### config.mk
export PLATFORM = sky130hd
export DESIGN_NAME = digit_serial_adder
export DESIGN_NICKNAME = d
export VERILOG_FILES = /design/src/rtl/digit_serial_adder.sv
export SDC_FILE = /design/constraint.sdc
export NUM_CORES = 1
export LEC_CHECK = 0
export ABC_AREA = 1
export BUFFER_PORTS_ARGS = -buffer_cell sky130_fd_sc_hd__clkbuf_2
export CAP_MARGIN = 30
export CORE_AREA = 10 10 146 81
export DETAILED_ROUTE_END_ITERATION = 10
export DIE_AREA = 0 0 156 91
export PLACE_DENSITY = 0.76
export SYNTH_ARGS = -nofsm -noshare
export SYNTH_HDL_FRONTEND = slang
export SYNTH_SLANG_ARGS = --single-unit
export TNS_END_PERCENT = 20
### constraint.sdc
create_clock -name clk -period 1.9 [get_ports clk]
set_input_delay 0.38 -clock clk [delete_from_list [all_inputs] [get_ports clk]]
set_output_delay 0.38 -clock clk [all_outputs]
set_load 0.02 [all_outputs]
### src/rtl/digit_serial_adder.sv
// digit_serial_adder: multi-cycle WIDTH-bit adder built from one DIGIT-wide slice.
// Operands enter through a valid/ready handshake. The slice consumes DIGIT bits per
// clock, LSB digit first, and carries between digits through a carry register.
// sum, cout and ovf are registered and hold their values until the next addition.
module digit_serial_adder #(
  parameter int WIDTH = 32,
  parameter int DIGIT = 4
) (
  input  logic             clk,
  input  logic             rst_n,
  input  logic             in_valid,
  output logic             in_ready,
  input  logic [WIDTH-1:0] a,
  input  logic [WIDTH-1:0] b,
  input  logic             cin,
  output logic             out_valid,
  input  logic             out_ready,
  output logic [WIDTH-1:0] sum,
  output logic             cout,
  output logic             ovf,
  output logic             busy
);

  localparam int N  = WIDTH / DIGIT;
  localparam int CW = (N > 1) ? $clog2(N) : 1;
  localparam int DW = DIGIT + 1;
  localparam logic [CW-1:0] LAST_CNT = CW'(N - 1);

  // Illegal geometries are rejected at elaboration.
  if ((WIDTH < 1) || (DIGIT < 1) || (DIGIT > WIDTH) || ((WIDTH % DIGIT) != 0)) begin : g_bad_param
    $error("digit_serial_adder: illegal WIDTH/DIGIT combination");
  end

  typedef enum logic [1:0] {
    IDLE = 2'd0,
    RUN  = 2'd1,
    DONE = 2'd2
  } state_t;

  state_t            state_r;
  logic [CW-1:0]     cnt_r;
  logic [WIDTH-1:0]  a_r;
  logic [WIDTH-1:0]  b_r;
  logic              carry_r;
  logic [WIDTH-1:0]  sum_r;
  logic              cout_r;
  logic              ovf_r;

  logic [DW-1:0]     slice_s;
  logic              msb_cin_s;
  logic              slice_ovf_s;

  // Digit slice: low DIGIT bits of both operands plus the running carry.
  assign slice_s = {1'b0, a_r[DIGIT-1:0]} + {1'b0, b_r[DIGIT-1:0]} + DW'(carry_r);

  // Carry into the slice MSB is recovered from the MSB sum bit, so no second
  // narrower adder is needed; in the last digit this is the carry into bit WIDTH-1.
  assign msb_cin_s   = a_r[DIGIT-1] ^ b_r[DIGIT-1] ^ slice_s[DIGIT-1];
  assign slice_ovf_s = msb_cin_s ^ slice_s[DIGIT];

  // Handshake and status flags are plain decodes of the state register.
  assign in_ready  = (state_r == IDLE);
  assign out_valid = (state_r == DONE);
  assign busy      = (state_r != IDLE);

  assign sum  = sum_r;
  assign cout = cout_r;
  assign ovf  = ovf_r;

  // Control FSM and datapath registers: capture, digit-serial add, result hold.
  always_ff @(posedge clk or negedge rst_n) begin
    if (!rst_n) begin
      state_r <= IDLE;
      cnt_r   <= {CW{1'b0}};
      a_r     <= {WIDTH{1'b0}};
      b_r     <= {WIDTH{1'b0}};
      carry_r <= 1'b0;
      sum_r   <= {WIDTH{1'b0}};
      cout_r  <= 1'b0;
      ovf_r   <= 1'b0;
    end else begin
      case (state_r)
        IDLE: begin
          if (in_valid) begin
            a_r     <= a;
            b_r     <= b;
            carry_r <= cin;
            cnt_r   <= {CW{1'b0}};
            state_r <= RUN;
          end
        end
        RUN: begin
          sum_r[int'(cnt_r)*DIGIT +: DIGIT] <= slice_s[DIGIT-1:0];
          carry_r <= slice_s[DIGIT];
          a_r     <= a_r >> DIGIT;
          b_r     <= b_r >> DIGIT;
          cnt_r   <= cnt_r + CW'(1);
          if (cnt_r == LAST_CNT) begin
            cout_r  <= slice_s[DIGIT];
            ovf_r   <= slice_ovf_s;
            state_r <= DONE;
          end
        end
        DONE: begin
          // in_valid is deliberately ignored here; operands are never overlapped.
          if (out_ready) begin
            state_r <= IDLE;
          end
        end
        default: begin
          state_r <= IDLE;
        end
      endcase
    end
  end

endmodule

==> results of run 1 <==
[cells by family after synthesis]
logic type / synth area share [%]
XOR/XNOR: 0.179
AND/OR/NAND/NOR: 20.6
flip-flops: 53.2
AO/OA/AOI/OAI: 16.7
buffers and inverters: 5.98
adder cells (fa/ha/maj): 3.38
[worst max-delay path, stage by stage (launching register included)]
cell and delay, ps:
dfrtp_1 400, fa_2 410, inv_2 70, fa_2 480
inv_2 100, nand3_1 110, o21ai_1 160
[metal layers]
| layer | routed length (um) | part of all wire [%] | track usage (%) | up-vias |
|---|---|---|---|---|
| met4 | 92 | 0.72 | 3.44 | 0 |
| met1 | 6310 | 50 | 27.0 | 1922 |
| met2 | 5010 | 39 | 23.8 | 161 |
| met3 | 1330 | 10 | 6.50 | 12 |
| li1 | - | - | - | 2015 |
| met5 | 0 | 0 | 0 | - |
[registers in the layout (all words and copies together), names as in the netlist]
| signal | count |
|---|---|
| a_r | 32 |
| state_r | 2 |
| carry_r | 1 |
| cnt_r | 3 |
| b_r | 32 |
| ovf | 1 |
| cout | 1 |
| sum | 32 |
[cells in the final DEF (no fill, tap or decap), types with 3 or more instances in the layout]
cell type and instances:
a22o_2 8, buf_12 3, buf_4 10, clkbuf_16 9, clkbuf_2 104, dfrtp_1 104, ha_1 10, inv_1 19
inv_2 8, nand2_1 118, nand2_4 6, nand3_1 12, nand4_1 5, nor2_1 67, nor2_4 7, o21ai_0 77
o21ai_1 62, o22ai_1 4
[final cells by class]
class                           instances  area [um2]  area share [%]
Clock buffer                           12         246            4.23
Clock inverter                          3        42.5           0.730
Inverter                               29         119            2.04
Multi-Input combinational cell        388        2010            34.5
Sequential cell                       104        2600            44.7
Tap cell                              121         151            2.60
Timing Repair Buffer                  117         656            11.3
[worst max path at each step]
| stage | slack (ps) | cells after the start | startpoint | end |
|---|---|---|---|---|
| floorplan | 210 | 6 | a_r[0]$_DFFE_PN0P_ | sum[13]$_DFFE_PN0P_ |
| global route | -9 | 6 | a_r[0]$_DFFE_PN0P_ | sum[17]$_DFFE_PN0P_ |
| CTS | 30 | 6 | a_r[0]$_DFFE_PN0P_ | sum[17]$_DFFE_PN0P_ |
| finish | 80 | 6 | a_r[0]$_DFFE_PN0P_ | sum[21]$_DFFE_PN0P_ |
| detailed placement | 9 | 6 | a_r[0]$_DFFE_PN0P_ | sum[21]$_DFFE_PN0P_ |
| global placement | 80 | 6 | a_r[0]$_DFFE_PN0P_ | sum[5]$_DFFE_PN0P_ |
[per-stage QoR]
stage	instance area (um2)	power [mW]
floorplan	4890	7.34
global placement	5530	8.62
detailed placement	5530	8.78
CTS	5810	10.7
global route	5820	11.6
finish	5820	10.8
[timing repair]
action,in CTS,in global routing
pin swaps,0,2
setup endpoints to repair,2,17
resized for setup,1,5
hold buffers,0,0
[power groups by stage]
stage	Sequential (mW)	Combinational (mW)	Clock, mW
floorplan	3.90	3.44	0
global placement	3.72	4.90	0
detailed placement	3.76	5.01	0
CTS	3.74	5.07	1.85
global route	3.87	5.80	1.95
finish	3.75	5.16	1.84
==> impl_metrics.ini, run 1 <==
[run_status]
status = complete, but fails checks
violations = hold timing

[clock_tree]
cts_tree = done
clock_latency_ps = 340
clockBufferDepth = 2
clock_sinks = 104
clock-root-buffer = clkbuf_16
cts_setup_buffers = 0
cts_max_level = 3
clk_pin_slew_ps = 70
numCtsBuffers = 9

[worst_setup_path]
criticalPathCategory = flop to flop
r2r-end = sum[21]$_DFFE_PN0P_
cp.required_ps = 2170
reg2reg_slack_ps = 80
crit_fanout = 3
ff2ff_path_depth = 6
r2r-start = a_r[0]$_DFFE_PN0P_
cp.arrival_ps = 2090
critPathCaptureType = flop
start_kind = flop

[sta]
setup_slack_ps = 81.4
fmax_mhz = 550
slew_viol_final = 0
fin_setup_tns_ps = 0
finalHoldViolations = 12
fin_crit_ps = 1820
tightest_slew_ps = 773
finalSetupViolations = 0
fin_worst_skew_ps = 5.60
period_share_pct = 95.7
relSlewSlack_pct = 48.3
holdWs_ps = -9.96

[pwr]
peakVddDrop_mv = 0.758
sw_frac_of_total_pct = 45.2
pwr-share-comb_pct = 48.0
p_int_mw = 5.90
leakage_nw = 2.87
seqPwrFrac_pct = 34.9
pwr-share-clk_pct = 17.1
powerDensity_nw_per_um2 = 1850
p_sw_mw = 4.86

[synthesis]
yosys_warnings = 0
synth_most_common_cell = nand2_1
synth_seq_cells = 104
synthFlopType = dfrtp_1
ys_types = 32
synth.avg_cell_area_um2 = 8.94
ys_seq_area_share_pct = 53.2
synthArstFlopShare_pct = 100
syn_inst = 547
syn_area_um2 = 4890
netlist_top_cells_count = 118 x nand2_1, 104 x dfrtp_1, 77 x o21ai_0, 67 x nor2_1, 62 x o21ai_1
yosys.area.top_type = dfrtp_1
synth_top_area_share_pct = 53.2
syn_nets = 628
synth_edf_count = 0
yosys-top-cells-area = dfrtp_1 53%, nand2_1 9.1%, o21ai_0 7.9%

[route]
routed_wl_um = 12700
drt-initial-drc-count = 312
num_vias = 4110
drt_pass1_iterations = 5
wire_per_inst_um = 16.5
vias_per_cell = 5.31
drc = 0
antenna_left = 0

[cells_and_area]
drive_above_1_share_pct = 25.9
synthToLayoutAreaGrowth_pct = 19.1
final_net_count = 730
fin_cells = 774
fin_util_pct = 63.1
diodes = 0
n_fill_cell = 783

[min_path]
hp-class = primary input to async pin

[placement]
portBuffers = 105
dp_hpwl_um = 9260
dpl_worst_slack_ps = 9.18
place.gp.congestion = 0.878
dp_cells = 759

[die]
fp.dieH_um = 91
die_w_um = 156
core_area_um2 = 9230
start_util_pct = 53.0
die-area_um2 = 14200
io_pins = 106
num_rows = 25

[global_route]
antenna_found_initial = 0
grt_max_degree = 57
grtUsageTotal_pct = 17.9
grt_overflow_total = 0
grt_pass1_wl_um = 20800
grt_pass1_vias = 4042

[flow_run]
cap_viol_max_count = 0
Power figures use the tool's default switching activity.
==> run 2, diff against run 1 <==
==> constraint.sdc (replaced) <==
create_clock -name clk -period 1.9 [get_ports clk]
set_input_delay 0.285 -clock clk [delete_from_list [all_inputs] [get_ports clk]]
set_output_delay 0.285 -clock clk [all_outputs]
set_load 0.02 [all_outputs]
==> impl_metrics.ini, run 2 (same netlist as run 1, synthesis figures left out) <==
[run_status]
status = finished, final reports clean

[sta]
fin_worst_skew_ps = 7.45
tightest_slew_ps = 841
period_share_pct = 94.8
fin_setup_tns_ps = 0
finalHoldViolations = 0
finalSetupViolations = 0
rsz0062_at_grt = no
fmax_mhz = 555
relSlewSlack_pct = 43.8
fin_crit_ps = 1800
slew_viol_final = 0

[route]
vias_per_cell = 5.40
wire_per_inst_um = 16.4
antenna_left = 0
drc = 0
num_vias = 4190
routed_wl_um = 12800
drt_pass1_iterations = 5
drt-initial-drc-count = 426

[pwr]
peakVddDrop_mv = 0.781
sw_frac_of_total_pct = 45.3
leakage_nw = 2.89
p_int_mw = 5.88
powerDensity_nw_per_um2 = 1840
pwr-share-clk_pct = 16.8
seqPwrFrac_pct = 34.7
pwr-share-comb_pct = 48.5
p_sw_mw = 4.88

[clock_tree]
numCtsBuffers = 9
clk_pin_slew_ps = 60
clock_latency_ps = 350
clock-root-buffer = clkbuf_16
cts_setup_buffers = 0
cts_tree = done
cts_max_level = 3
clock_sinks = 104
clockBufferDepth = 2

[worst_setup_path]
cp.required_ps = 2170
criticalPathCategory = flop to flop
start_kind = flop
critPathCaptureType = flop
ff2ff_path_depth = 6
cp.arrival_ps = 2070
crit_fanout = 3

[die]
num_rows = 25
core_area_um2 = 9230
io_pins = 106
fp.dieH_um = 91
die-area_um2 = 14200
die_w_um = 156
start_util_pct = 53.0

[global_route]
grt_overflow_total = 0
grt_pass1_vias = 4039
antenna_found_initial = 0
grt_max_degree = 57
grt_pass1_wl_um = 21200
grtUsageTotal_pct = 18.3

[cells_and_area]
fin_cells = 776
synthToLayoutAreaGrowth_pct = 19.5
layout_commonest_cell = nand2_1
layout_common_cells = 118 x nand2_1, 104 x dfrtp_1, 104 x clkbuf_2
drive_above_1_share_pct = 26.7
final_net_count = 732
diodes = 0

[placement]
portBuffers = 105
dp_cells = 760
place.gp.congestion = 0.891
dp_hpwl_um = 9460

[flow_run]
cap_viol_max_count = 0

[min_path]
hp-class = primary input to flop
min_path_cells = 2
run 2: cell types whose count changed in the layout (fill, tap and decap cells not counted):
cell | previous run | this run
dlygate4sd3_1 | 0 | 1
buf_4 | 10 | 12
clkbuf_1 | 2 | 0
nor2_2 | 1 | 4
nor2_1 | 67 | 63
buf_12 | 3 | 2
clkbuf_8 | 1 | 4
nor2_4 | 7 | 8
inv_2 | 8 | 7
inv_1 | 19 | 20
bufinv_16 | 1 | 0
run 2: path summary, 6_finish.rpt:
check | from | to | slack (ps)
setup / recovery | a_r[0]$_DFFE_PN0P_ | sum[21]$_DFFE_PN0P_ | 100
hold / removal | out_ready | state_r[1]$_DFFE_PN0P_ | 130
setup reg to reg | a_r[0]$_DFFE_PN0P_ | sum[21]$_DFFE_PN0P_ | 100
hold reg to reg | sum[30]$_DFFE_PN0P_ | sum[30]$_DFFE_PN0P_ | 480
max in group asynchronous | rst_n | b_r[26]$_DFFE_PN0P_ | 830
min in group asynchronous | rst_n | sum[12]$_DFFE_PN0P_ | 450
run 2: layer usage:
layer | wire (um) | track usage (%) | part of all wire (%) | vias to the layer above
met3 | 1230 | 6.64 | 9.7 | 11
met2 | 5030 | 25.1 | 39 | 177
met4 | 94 | 3.60 | 0.74 | 0
met5 | 0 | 0 | 0 | -
met1 | 6400 | 27.0 | 50 | 1982
li1 | - | - | - | 2020
run 2: final cells by class:
cell class                 instances  area (um2)
clock inverter                     2        12.5
sequential                       104        2600
inverter                          29         119
fill                             783        3380
tap                              121         151
multi-input combinational        388        2020
clock buffer                      13         280
timing repair buffer             119         661
run 2: timing repair:
| action | CTS | global route |
|---|---|---|
| hold endpoints to repair | 34 | 0 |
| setup endpoints to repair | 0 | 19 |
| resized for setup | 0 | 10 |
| hold buffers | 1 | 0 |
run 2: power groups by stage:
| stage | sequential, mW | clock (mW) | combinational, mW |
|---|---|---|---|
| after floorplan | 3.90 | 0 | 3.44 |
| after global placement | 3.72 | 0 | 4.91 |
| after detailed placement | 3.76 | 0 | 5.04 |
| after CTS | 3.73 | 1.83 | 5.07 |
| after global routing | 3.85 | 1.94 | 5.85 |
| final | 3.74 | 1.80 | 5.22 |
run 2: worst max-delay path, cell delays in order (launching register included):
cell     delay, ps
dfrtp_1        400
fa_2           390
inv_1           80
fa_2           470
inv_2          110
nand3_1        110
o21ai_1        160
run 2: per-stage QoR:
stage | cell area, um2 | power [mW] | util [%] | hold WS [ps] | setup WS, ps
final | 5850 | 10.8 | 63.4 | 125 | 98.2
after global routing | 5850 | 11.6 | 63.4 | 126 | 5.80
after CTS | 5820 | 10.6 | 63.1 | 117 | 18.9
after detailed placement | 5520 | 8.80 | 59.8 | 286 | 33.4
after global placement | 5520 | 8.63 | 59.8 | 286 | 68.4
after floorplan | 4890 | 7.34 | - | -10.6 | 206
